### src/rtl/axum_xbus_pkg.sv
// Shared types and helpers for the axum multi-host interconnect.
package axum_xbus_pkg;

    typedef enum logic {
        XBUS_IDLE = 1'b0,
        XBUS_WAIT = 1'b1
    } xbus_state_e;

    // Index width for N ports; a single port still needs one bit.
    function automatic int unsigned xbus_idx_w(input int unsigned n);
        return (n <= 1) ? 1 : $clog2(n);
    endfunction

endpackage

### src/rtl/axum_xbus_rr_arbiter.sv
// Round-robin arbiter: combinational one-hot grant, registered rotating start pointer.
module axum_rr_arbiter
    import axum_xbus_pkg::*;
#(
    parameter  int unsigned N  = 2,
    localparam int unsigned IW = xbus_idx_w(N)
) (
    input  logic          clk_i,
    input  logic          rst_i,
    input  logic [N-1:0]  req_i,
    input  logic          en_i,
    output logic [N-1:0]  gnt_o,
    output logic [IW-1:0] idx_o,
    output logic          valid_o
);

    logic [IW-1:0] ptr_q, ptr_d;
    logic [IW-1:0] cand;
    logic [IW-1:0] win;
    logic          found;

    // Scan from the pointer upward with wrap; first requester wins.
    always_comb begin
        cand  = '0;
        win   = '0;
        found = 1'b0;
        for (int unsigned k = 0; k < N; k++) begin
            cand = IW'((32'(ptr_q) + k) % N);
            if (!found && req_i[cand]) begin
                found = 1'b1;
                win   = cand;
            end
        end
    end

    always_comb begin
        gnt_o   = '0;
        valid_o = en_i && found;
        idx_o   = win;
        ptr_d   = ptr_q;
        if (valid_o) begin
            gnt_o[win] = 1'b1;
            ptr_d      = IW'((32'(win) + 1) % N);
        end
    end

    always_ff @(posedge clk_i) begin
        if (rst_i) begin
            ptr_q <= '0;
        end else begin
            ptr_q <= ptr_d;
        end
    end

endmodule

### src/rtl/axum_xbus.sv
// Multi-host memory-mapped interconnect, one outstanding transaction at a time.
// Optional response timeout enabled by defining AXUM_XBUS_TIMEOUT_EN.
module axum_xbus
    import axum_xbus_pkg::*;
#(
    parameter int unsigned NrHosts       = 2,
    parameter int unsigned NrDevices     = 5,
    parameter int unsigned DataWidth     = 32,
    parameter int unsigned AddressWidth  = 32,
    parameter int unsigned TimeoutCycles = 255
) (
    input  logic                                      clk_i,
    input  logic                                      rst_i,
    input  logic [NrHosts-1:0]                        host_req_i,
    input  logic [NrHosts-1:0]                        host_we_i,
    input  logic [NrHosts-1:0][AddressWidth-1:0]      host_addr_i,
    input  logic [NrHosts-1:0][DataWidth/8-1:0]       host_be_i,
    input  logic [NrHosts-1:0][DataWidth-1:0]         host_wdata_i,
    output logic [NrHosts-1:0]                        host_gnt_o,
    output logic [NrHosts-1:0]                        host_rvalid_o,
    output logic [NrHosts-1:0]                        host_err_o,
    output logic [NrHosts-1:0][DataWidth-1:0]         host_rdata_o,
    output logic [NrDevices-1:0]                      device_req_o,
    output logic [NrDevices-1:0]                      device_we_o,
    output logic [NrDevices-1:0][AddressWidth-1:0]    device_addr_o,
    output logic [NrDevices-1:0][DataWidth/8-1:0]     device_be_o,
    output logic [NrDevices-1:0][DataWidth-1:0]       device_wdata_o,
    input  logic [NrDevices-1:0]                      device_rvalid_i,
    input  logic [NrDevices-1:0]                      device_err_i,
    input  logic [NrDevices-1:0][DataWidth-1:0]       device_rdata_i,
    input  logic [NrDevices-1:0][AddressWidth-1:0]    cfg_device_addr_base,
    input  logic [NrDevices-1:0][AddressWidth-1:0]    cfg_device_addr_mask
);

    localparam int unsigned HW  = xbus_idx_w(NrHosts);
    localparam int unsigned DIW = xbus_idx_w(NrDevices);

    if (NrHosts == 0 || NrDevices == 0 || TimeoutCycles < 2) begin : g_bad_cfg
        $error("axum_xbus: invalid parameter set");
    end

    xbus_state_e    state_q;
    logic [HW-1:0]  host_q;
    logic [DIW-1:0] dev_q;
    logic           dec_err_q;

    logic                    grant;
    logic [HW-1:0]           win_idx;
    logic [AddressWidth-1:0] win_addr;
    logic                    hit;
    logic [DIW-1:0]          dev_idx;
    logic                    resp_done;

`ifdef AXUM_XBUS_TIMEOUT_EN
    localparam int unsigned CW = $clog2(TimeoutCycles + 1);
    logic [CW-1:0] tmo_q;
`endif

    axum_rr_arbiter #(.N(NrHosts)) u_arb (
        .clk_i   (clk_i),
        .rst_i   (rst_i),
        .req_i   (host_req_i),
        .en_i    ((state_q == XBUS_IDLE) && !rst_i),
        .gnt_o   (host_gnt_o),
        .idx_o   (win_idx),
        .valid_o (grant)
    );

    assign win_addr = host_addr_i[win_idx];

    // Scan downward so the lowest-index matching device is the one kept.
    always_comb begin
        hit     = 1'b0;
        dev_idx = '0;
        for (int d = int'(NrDevices) - 1; d >= 0; d--) begin
            if ((win_addr & cfg_device_addr_mask[d]) == cfg_device_addr_base[d]) begin
                hit     = 1'b1;
                dev_idx = DIW'(d);
            end
        end
    end

    always_comb begin
        device_req_o = '0;
        if (grant && hit) begin
            device_req_o[dev_idx] = 1'b1;
        end
        for (int d = 0; d < int'(NrDevices); d++) begin
            device_we_o[d]    = grant ? host_we_i[win_idx]    : 1'b0;
            device_addr_o[d]  = grant ? win_addr              : '0;
            device_be_o[d]    = grant ? host_be_i[win_idx]    : '0;
            device_wdata_o[d] = grant ? host_wdata_i[win_idx] : '0;
        end
    end

    // Only the selected device can complete the transaction; anything else is dropped.
    always_comb begin
        host_rvalid_o = '0;
        host_err_o    = '0;
        host_rdata_o  = '0;
        resp_done     = 1'b0;
        if (state_q == XBUS_WAIT && !rst_i) begin
            if (dec_err_q) begin
                resp_done             = 1'b1;
                host_rvalid_o[host_q] = 1'b1;
                host_err_o[host_q]    = 1'b1;
            end else if (device_rvalid_i[dev_q]) begin
                resp_done             = 1'b1;
                host_rvalid_o[host_q] = 1'b1;
                host_err_o[host_q]    = device_err_i[dev_q];
                host_rdata_o[host_q]  = device_rdata_i[dev_q];
            end
`ifdef AXUM_XBUS_TIMEOUT_EN
            else if (tmo_q == CW'(TimeoutCycles - 1)) begin
                resp_done             = 1'b1;
                host_rvalid_o[host_q] = 1'b1;
                host_err_o[host_q]    = 1'b1;
            end
`endif
        end
    end

    always_ff @(posedge clk_i) begin
        if (rst_i) begin
            state_q   <= XBUS_IDLE;
            host_q    <= '0;
            dev_q     <= '0;
            dec_err_q <= 1'b0;
`ifdef AXUM_XBUS_TIMEOUT_EN
            tmo_q     <= '0;
`endif
        end else begin
            case (state_q)
                XBUS_IDLE: begin
                    if (grant) begin
                        state_q   <= XBUS_WAIT;
                        host_q    <= win_idx;
                        dev_q     <= dev_idx;
                        dec_err_q <= !hit;
`ifdef AXUM_XBUS_TIMEOUT_EN
                        tmo_q     <= '0;
`endif
                    end
                end
                XBUS_WAIT: begin
                    if (resp_done) begin
                        state_q <= XBUS_IDLE;
                    end
`ifdef AXUM_XBUS_TIMEOUT_EN
                    else begin
                        tmo_q <= tmo_q + CW'(1);
                    end
`endif
                end
                default: state_q <= XBUS_IDLE;
            endcase
        end
    end

endmodule

### config.mk
export PLATFORM = sky130hd
export DESIGN_NAME = axum_xbus
export DESIGN_NICKNAME = d
export VERILOG_FILES = /design/src/rtl/axum_xbus_pkg.sv /design/src/rtl/axum_xbus_rr_arbiter.sv /design/src/rtl/axum_xbus.sv
export SDC_FILE = /design/constraint.sdc
export NUM_CORES = 1
export LEC_CHECK = 0
export CAP_MARGIN = 5
export CELL_PAD_IN_SITES_DETAIL_PLACEMENT = 1
export CELL_PAD_IN_SITES_GLOBAL_PLACEMENT = 1
export CORE_AREA = 3 3 403 405
export CTS_CLUSTER_SIZE = 12
export DETAILED_ROUTE_END_ITERATION = 8
export DIE_AREA = 0 0 406 408
export MAX_ROUTING_LAYER = met4
export PLACE_DENSITY_LB_ADDON = 0.15
export SYNTH_ARGS = -nofsm -noshare
export SYNTH_HDL_FRONTEND = slang
export SYNTH_SLANG_ARGS = --single-unit
### constraint.sdc
create_clock -name clk_i -period 2.9 [get_ports clk_i]
set_clock_uncertainty 0.05 [all_clocks]
set_input_delay 0.29 -clock clk_i [delete_from_list [all_inputs] [get_ports clk_i]]
set_output_delay 0.29 -clock clk_i [all_outputs]
set_load 0.05 [all_outputs]
# After elaboration in Yosys (flattened, before gate mapping)
# Cells that the tools add are included.
[word_totals]
register_bits = 7
in_bits = 632
output_inout_bits = 420
[op_classes]
n_addsub = 2
order_cmp = 9
eq_ne = 5
mux = 61
n_bitwise = 8
n_reduce_logical = 12
[ops]
columns = ["operator", "count"]
rows = [
  ["32-bit two-way mux", 8],
  ["64-bit two-way mux", 3],
  ["32-bit bitwise AND", 5],
  ["32-bit equality test", 5],
  ["32-bit binary-select mux with 3-bit select", 1],
  ["64-bit bitwise AND", 1],
  ["32-bit demux with 1-bit select", 1],
  ["1-bit two-way mux", 26],
  ["3-bit two-way mux", 5],
  ["2-bit two-way mux", 7],
  ["4-bit two-way mux", 3],
  ["1-bit logical AND", 8],
  ["1-bit by 2-bit < comparator with 1-bit output (second input constant)", 4],
  ["3-bit by 4-bit < comparator with 1-bit output (second input constant)", 2],
  ["1-bit binary-select mux with 3-bit select", 2],
  ["5-bit two-way mux", 1],
  ["1-bit demux with 3-bit select", 1],
  ["3-bit by 1-bit greater-or-equal comparator with 1-bit output (second input constant)", 1],
  ["1-bit zero test", 3],
  ["1-bit adder (second input constant)", 2],
  ["2-bit bitwise AND", 1],
  ["1-bit demux with 1-bit select", 2],
  ["1-bit greater-or-equal comparator (second input constant)", 2],
  ["1-bit one-hot mux with 2 select lines", 1],
  ["other kinds (2)", 2],
]

# Depth between registers and ports, before layout
# Gate-level depths: netlist of the first run.
[depth]
ltp_word = 20
mapped_depth = 13

# Cells and area by module
# From an unflattened synthesis of the first run, not the netlist that was laid out.
[unflattened]
cells_unflattened = 1206
hier_area_um2 = 8384.3
[modules_own_cells]
columns = ["mod", "n_inst", "cells_each", "area_each_um2"]
rows = [
  ["axum_xbus", 1, 1197, 8314.2],
  ["axum_rr_arbiter", 1, 9, 70.1],
]

# Worst setup path before layout of the first run
# Ideal clock, no wire load.
[synth_path]
path_type = "register to output"
startpoint = "register u_arb.ptr_q"
endpoint = "output port device_req_o[3]"
arrival_time_ps = 3615
required_ps = 2560
slack_ps = -1055
path_stages_with_launch = 13
path_cell_list = "dfxtp_1 -> nand2b_4 -> buf_6 -> buf_6 -> and2_4 -> buf_6 -> buf_6 -> o211ai_1 -> nand4_1 -> or4_1 -> or4_4 -> and2_4 -> nor3_1"
[synth_via]
elab_chain_len = 20
elab_cells_between_ends = 41
cone_classes = "add/sub (1); order compare (2); eq/ne (5); mux (23); bitwise (5); reduce/logical (5)"
[synth_rtl]
columns = ["element", "line_no", "text"]
rows = [
  ["from (decl)", "axum_xbus_rr_arbiter.sv:17", "logic [IW-1:0] ptr_q, ptr_d;"],
  ["from (signal assigned)", "axum_xbus_rr_arbiter.sv:51", "ptr_q <= ptr_d;"],
  ["1-bit two-way mux (implied by the code) (2 in a row)", "axum_xbus_rr_arbiter.sv:29", "if (!found && req_i[cand]) begin"],
  ["1-bit two-way mux", "axum_xbus_rr_arbiter.sv:29", ""],
  ["1-bit zero test", "axum_xbus_rr_arbiter.sv:29", ""],
  ["1-bit logical AND", "axum_xbus_rr_arbiter.sv:29", ""],
  ["1-bit two-way mux", "axum_xbus_rr_arbiter.sv:29", ""],
  ["32-bit two-way mux (implied by the code) (2 in a row)", "axum_xbus.sv:69", "assign win_addr = host_addr_i[win_idx];"],
  ["32-bit bitwise AND", "axum_xbus.sv:76", "if ((win_addr & cfg_device_addr_mask[d]) == cfg_device_addr_base[d]) begin"],
  ["32-bit equality test", "axum_xbus.sv:76", ""],
  ["3-bit two-way mux (5 in a row)", "axum_xbus.sv:76", ""],
  ["3-bit by 4-bit < comparator with 1-bit output (implied by the code) or 3-bit by 1-bit greater-or-equal comparator with 1-bit output (tied branches)", "axum_xbus.sv:86", "device_req_o[dev_idx] = 1'b1;"],
  ["1-bit logical AND (implied by the code)", "axum_xbus.sv:86", ""],
  ["1-bit two-way mux (implied by the code)", "axum_xbus.sv:86", ""],
  ["1-bit demux with 3-bit select", "axum_xbus.sv:86", ""],
  ["5-bit two-way mux *", "axum_xbus.sv:85", "if (grant && hit) begin"],
  ["to (decl)", "axum_xbus.sv:23", "output logic [NrDevices-1:0] device_req_o,"],
]
# Every way passes the cells marked *; elsewhere a longest branch is shown, timed or not. The select of a mux whose other input is x is not followed.

# Worst setup path in the final report of the first run
[layout_path]
startpoint = "register u_arb.ptr_q"
endpoint = "output port device_req_o[2]"
# Same word-level chain as after synthesis.

==> flow_summary.toml, run 1 <==
[run_status]
outcome = "finished, violations left"
violations = "setup timing"

[grt]
grt_max_degree = 39
grt_pass1_wl_mm = 163
gr-total-overflow = 0
grt_pass1_vias = 17423
track_usage = 0.150
grt_antenna_before_repair = 100

[synthesis]
async_flop_share = 0
synth_cell_types = 40
syn_nets = 2212
yosysSeqAreaShare = 0.0142
ys.flop_type = "dfxtp_1"
synth.area.top_cells = "buf_4 21%, o211ai_1 14%, nand4_1 9.6%, nand2_1 9.2%, mux4_2 7.5%"
syn_avg_cell_area_um2 = 6.26
synth_top_cell_area_share = 0.211
synth_area_leader_cell = "buf_4"
synth-edff-count = 0
ys_warn_count = 0
syn_area_mm2 = 0.00989
syn_inst = 1580
synth_seq_cells = 7

[final_layout]
fillers = 18356
fin_nets = 3273
final_util = 0.188
multi_input_area_mm2 = 0.00763
final_area_mm2 = 0.0299
layout_commonest_cell = "clkdlybuf4s50_1"
final_cell_mix = "629 x clkdlybuf4s50_1, 497 x buf_12, 296 x buf_4"
drive_gt1_frac = 0.389
areaGrowthSynthToFinish_pct = 202
seq_area_um2 = 149

[die]
io_pins = 1052
dieWidth_um = 406
die-area_mm2 = 0.166
initial_core_util = 0.0623
fp.dieH_um = 408
coreArea_mm2 = 0.159
fp-row-count = 146

[route]
drc = 0
route.met2.wl_mm = 66.4
drtPass1Iterations = 5
met3_length_mm = 8.82
wl_met1_mm = 50.1
first_iter_violations = 612
wl_mm = 127
ant_nets = 0
routed.top_layer = "met4"
vias = 15974
post_drt_wl_per_cell_um = 26.7
vias_per_cell = 3.35

[cts]
cts_root_buffer = "clkbuf_16"
cts_buffer_depth = 2
clk_pin_slew_worst_paths_ns = 0.04
htreeDepth = 1
cts_tree = "yes"
cts_num_sinks = 7
cts_made_buffers = 3
holdBufCountCts = 0
clk_latency_ns = 0.23

[pwr]
p_leak_nw = 11.0
ir_drop_mv = 0.156
power_density_mw_per_mm2 = 215
p_clk_frac = 0.037
power_frac_seq = 0.017
p_comb_frac = 0.946
p_int_w = 0.00328
p_sw_w = 0.00313
switching_share = 0.488

[placed_design]
dpl_cell_area_mm2 = 0.0290
numPortBuffers = 1051
gp_congestion = 0.827
dp_hpwl_mm = 116

[worst_hold_path]
hp-start = "u_arb.ptr_q$_SDFFE_PP0P_"
hold_class = "flip-flop to flip-flop"

[critical_path]
setup.worst_path.end_class = "primary output"
cp_data_required_time_ns = 2.56
reg2reg_from = "u_arb.ptr_q$_SDFFE_PP0P_"
cp.arrival_ns = 3.67
startpoint_type = "flip-flop"
crit_fanout = 6
cp_cell_sequence = "nand2b_4 -> and2_4 -> buf_4 -> buf_6 -> buf_12 -> o211ai_1 -> nand4_1 -> or4_4 -> or4_4 -> a2bb2oi_4 -> nor3b_4 -> buf_12"
slowest_stage = "or4_4"
path_class = "flip-flop to primary output"
cp-startpoint = "u_arb.ptr_q$_SDFFE_PP0P_"
critPathMaxStageDelay_ns = 0.63

[flow_run]
cap_violations = 0

[sta]
maxSlewHeadroom = 0.655
period_share = 1.38
setup_viol = 9
max_freq_mhz = 249
final_max_slew_viol_count = 0
setup_slack_ns = -1.11
tightest_slew_ns = 0.513
hold_slack_ns = 0.426
layout_min_cycle_time_ns = 4.01
rsz0062_at_grt = "true"
hold_viol_final = 0
[what timing repair did]
action                                  CTS  global route
buffers inserted                         19            11
endpoints found under the setup margin  233             9
gates cloned                              2             2
gates resized for setup                  55            62
pin swaps                                38            42
[logic make-up (layout without fill, tap and decap cells)]
group | count (synthesis) | after routing | share of synthesized area
AO/OA/AOI/OAI | 405 | 405 | 0.274
XOR/XNOR | 64 | 64 | 0.0567
buffers and inverters | 523 | 1583 | 0.310
flip-flops | 7 | 7 | 0.0142
multiplexers | 35 | 35 | 0.0772
other | 0 | 52 | 0
AND/OR/NAND/NOR | 546 | 546 | 0.268
[path summary, 6_finish.rpt]
path / end / slack (ns) / cells after the start
worst max register to register: dev_q[0]$_SDFFE_PP0P_ / -0.46 / 11
worst max-delay path: device_req_o[2] / -1.11 / 12
worst min-delay path: u_arb.ptr_q$_SDFFE_PP0P_ / 0.43 / 1
worst min register to register: u_arb.ptr_q$_SDFFE_PP0P_ / 0.43 / 1
[synthesized netlist by cell type, types with 3 or more instances]
library cell    n
buf_4         278
nand2_1       243
o211ai_1      186
nand4_1       152
inv_1         129
o21ai_0        98
nor2_1         76
clkbuf_1       66
a21oi_1        41
a21boi_0       33
mux4_2         33
and3_1         32
o21a_1         32
xnor2_1        32
xor2_1         32
buf_1          30
buf_2          15
nor4_1         14
or4_1          10
dfxtp_1         7
nor3_1          6
buf_6           5
a211o_1         3
o31ai_1         3
[worst max-delay path: cells and delay by family (launching register included)]
kind                   cells  cell delay, ns
AOI/OAI and AO/OA          2            0.42
buffers and inverters      4            0.56
DFF                        1            0.34
and+or+nand+nor            6            2.08
[power groups by stage]
stage               registers, W  clock network [W]  logic, W
detailed placement      0.000114                  0   0.00602
global placement        0.000114                  0   0.00604
global route            0.000113           0.000252   0.00638
finish                  0.000111           0.000235   0.00606
floorplan               0.000109                  0   0.00252
CTS                     0.000113           0.000243   0.00615
[per-stage QoR]
step,cells,setup WS [ns],TNS [ns],total power (W)
CTS,4702,-1.23,-7.67,0.00650
floorplan,1580,-0.475,-1.41,0.00263
global route,4760,-1.25,-7.62,0.00675
finish,4764,-1.11,-6.25,0.00641
global placement,4681,-1.96,-65.44,0.00615
detailed placement,4681,-1.96,-67.47,0.00613
[flip-flops by register name (all words and copies together) (netlist names)]
signal / count
host_q: 1
state_q: 1
u_arb.ptr_q: 1
dec_err_q: 1
dev_q: 3
[layout make-up]
| cell class | instances | area share |
|---|---|---|
| Sequential cell | 7 | 0.00498 |
| Timing Repair Buffer | 1450 | 0.630 |
| Antenna cell | 52 | 0.00435 |
| Multi-Input combinational cell | 1050 | 0.255 |
| Clock buffer | 4 | 0.00264 |
| Tap cell | 2072 | 0.0867 |
| Inverter | 129 | 0.0162 |
[routing by layer]
layer	vias up	GRT usage
li1	7556	-
met1	7622	0.162
met2	707	0.274
met5	-	-
met3	89	0.0462
met4	0	0.0205
Note: power is estimated with default switching activity, not from simulation.
==> inputs of run 2 (changes only) <==
- CORE_AREA: 3 3 403 405 -> 2 2 414 416
- DIE_AREA: 0 0 406 408 -> 0 0 416 418
==> run 2 against run 1 <==
The flow still finishes with violations (setup timing). Setup slack worse by 0.0022 ns. Clock power is 6% higher. Sequential share of layout area hardly changed. Largest power group unchanged. Register-to-register slack worse by 0.05 ns. Combinational power is 1% lower. Power is 0.92% lower.
==> flow_summary.toml, run 2 (synthesized netlist as in run 1, its figures left out) <==
[run_status]
outcome = "finished, violations left"
violations = "setup timing"

[placed_design]
dpl_cell_area_mm2 = 0.0291
post-place-ws_ns = -1.69
placed_cells = 4827
gp_congestion = 0.823
dp_hpwl_mm = 112
numPortBuffers = 1051

[final_layout]
fillers = 19587
fin_nets = 3266
largest_reg_flops = 3
final_cell_mix = "629 x clkdlybuf4s50_1, 495 x buf_12, 306 x buf_4"
final_area_mm2 = 0.0298
drive_gt1_frac = 0.386
areaGrowthSynthToFinish_pct = 202
final_util = 0.176
layout_commonest_cell = "clkdlybuf4s50_1"
top_register = "dev_q"
multi_input_area_mm2 = 0.00761
seq_area_um2 = 146
fin_cells = 4888

[sta]
tightest_slew_ns = 0.672
layout_min_cycle_time_ns = 4.01
rsz0062_at_grt = "true"
maxSlewHeadroom = 0.549
period_share = 1.38
setup_slack_ns = -1.11
setup_viol = 9
max_freq_mhz = 249
final_max_slew_viol_count = 0
hold_viol_final = 0

[grt]
grt_pass1_wl_mm = 159
grt_pass1_vias = 17624
gr-total-overflow = 0
grt_max_degree = 39
grt_antenna_before_repair = 84
track_usage = 0.138

[die]
io_pins = 1052
fp-row-count = 151
initial_core_util = 0.0585
coreArea_mm2 = 0.169
die-area_mm2 = 0.174
fp.dieH_um = 418
dieWidth_um = 416

[cts]
htreeDepth = 1
cts_root_buffer = "clkbuf_16"
holdBufCountCts = 0
clk_pin_slew_worst_paths_ns = 0.04
cts_buffer_depth = 2
cts_num_sinks = 7
clk_latency_ns = 0.24
cts_made_buffers = 3
cts_tree = "yes"

[route]
ant_nets = 0
wl_mm = 122
drtPass1Iterations = 4
vias = 15778
vias_per_cell = 3.23
drc = 0
post_drt_wl_per_cell_um = 25.0
first_iter_violations = 551

[critical_path]
path_class = "flip-flop to primary output"
startpoint_type = "flip-flop"
setup.worst_path.end_class = "primary output"
cp_data_required_time_ns = 2.56
crit_fanout = 7
cp.arrival_ns = 3.67

[flow_run]
cap_violations = 0

[pwr]
total_power_w = 0.00635
power_density_mw_per_mm2 = 213
ir_drop_mv = 0.162
p_leak_nw = 10.9

[worst_hold_path]
hold_class = "flip-flop to flip-flop"
-- run 2: changes by cell type in the layout (fill, tap and decap cells not counted), moves of 3 or more --
cell / before / now
a21boi_2: 8 / 5
buf_4: 296 / 306
xor2_2: 0 / 4
buf_8: 3 / 0
buf_6: 22 / 12
o21ai_2: 2 / 5
diode_2: 52 / 37
and3_4: 16 / 7
a21boi_1: 15 / 18
o21ai_1: 9 / 6
xor2_1: 32 / 28
and3_1: 16 / 24
-- run 2: path summary, 6_finish.rpt --
check	start	to	slack, ns	depth (start not counted)
max	u_arb.ptr_q$_SDFFE_PP0P_	device_req_o[2]	-1.11	12
min	u_arb.ptr_q$_SDFFE_PP0P_	u_arb.ptr_q$_SDFFE_PP0P_	0.45	1
max reg2reg	u_arb.ptr_q$_SDFFE_PP0P_	dev_q[2]$_SDFFE_PP0P_	-0.51	17
min reg2reg	u_arb.ptr_q$_SDFFE_PP0P_	u_arb.ptr_q$_SDFFE_PP0P_	0.45	1
-- run 2: where the power goes --
group	switching [W]	internal, W	total [W]
sequential	0.0000116	0.000103	0.000114
clock	0.0000654	0.000182	0.000248
combinational	0.00305	0.00294	0.00599
total	0.00312	0.00323	0.00635
-- run 2: layout make-up --
class,instances,share of cell area
clock inverter,1,0.000168
tap,2218,0.0930
inverter,129,0.0162
clock buffer,3,0.00252
timing repair buffer,1443,0.625
multi-input combinational,1050,0.255
antenna,37,0.00310
sequential,7,0.00491
-- run 2: repair_timing --
item | in CTS | in global routing
setup buffers | 16 | 7
resized for setup | 59 | 37
setup endpoints to repair | 53 | 28
pin swaps | 35 | 25
cloned | 1 | 0
-- run 2: worst max-delay path, cell delays in order, from the launching register on --
cell and delay (ns):
dfxtp_4 0.35, nand2b_4 0.23, buf_12 0.19, buf_12 0.15
buf_6 0.12, and3_1 0.20, o211ai_1 0.20, nand4_1 0.26
or4_4 0.49, or4_4 0.59, and2_4 0.22, nor3b_4 0.22
buf_12 0.17
-- run 2: metrics by stage --
step / setup TNS (ns) / hold slack [ns]
after floorplan: -1.41 / 0.377
after global placement: -13.67 / 0.524
after detailed placement: -13.54 / 0.521
after CTS: -7.18 / 0.456
after global routing: -7.43 / 0.460
final: -6.78 / 0.448
-- run 2: metal layers --
metal / track usage / part of all wire
met1: 0.129 / 0.34
met2: 0.289 / 0.60
met5: - / 0
met3: 0.0196 / 0.040
met4: 0.0285 / 0.026
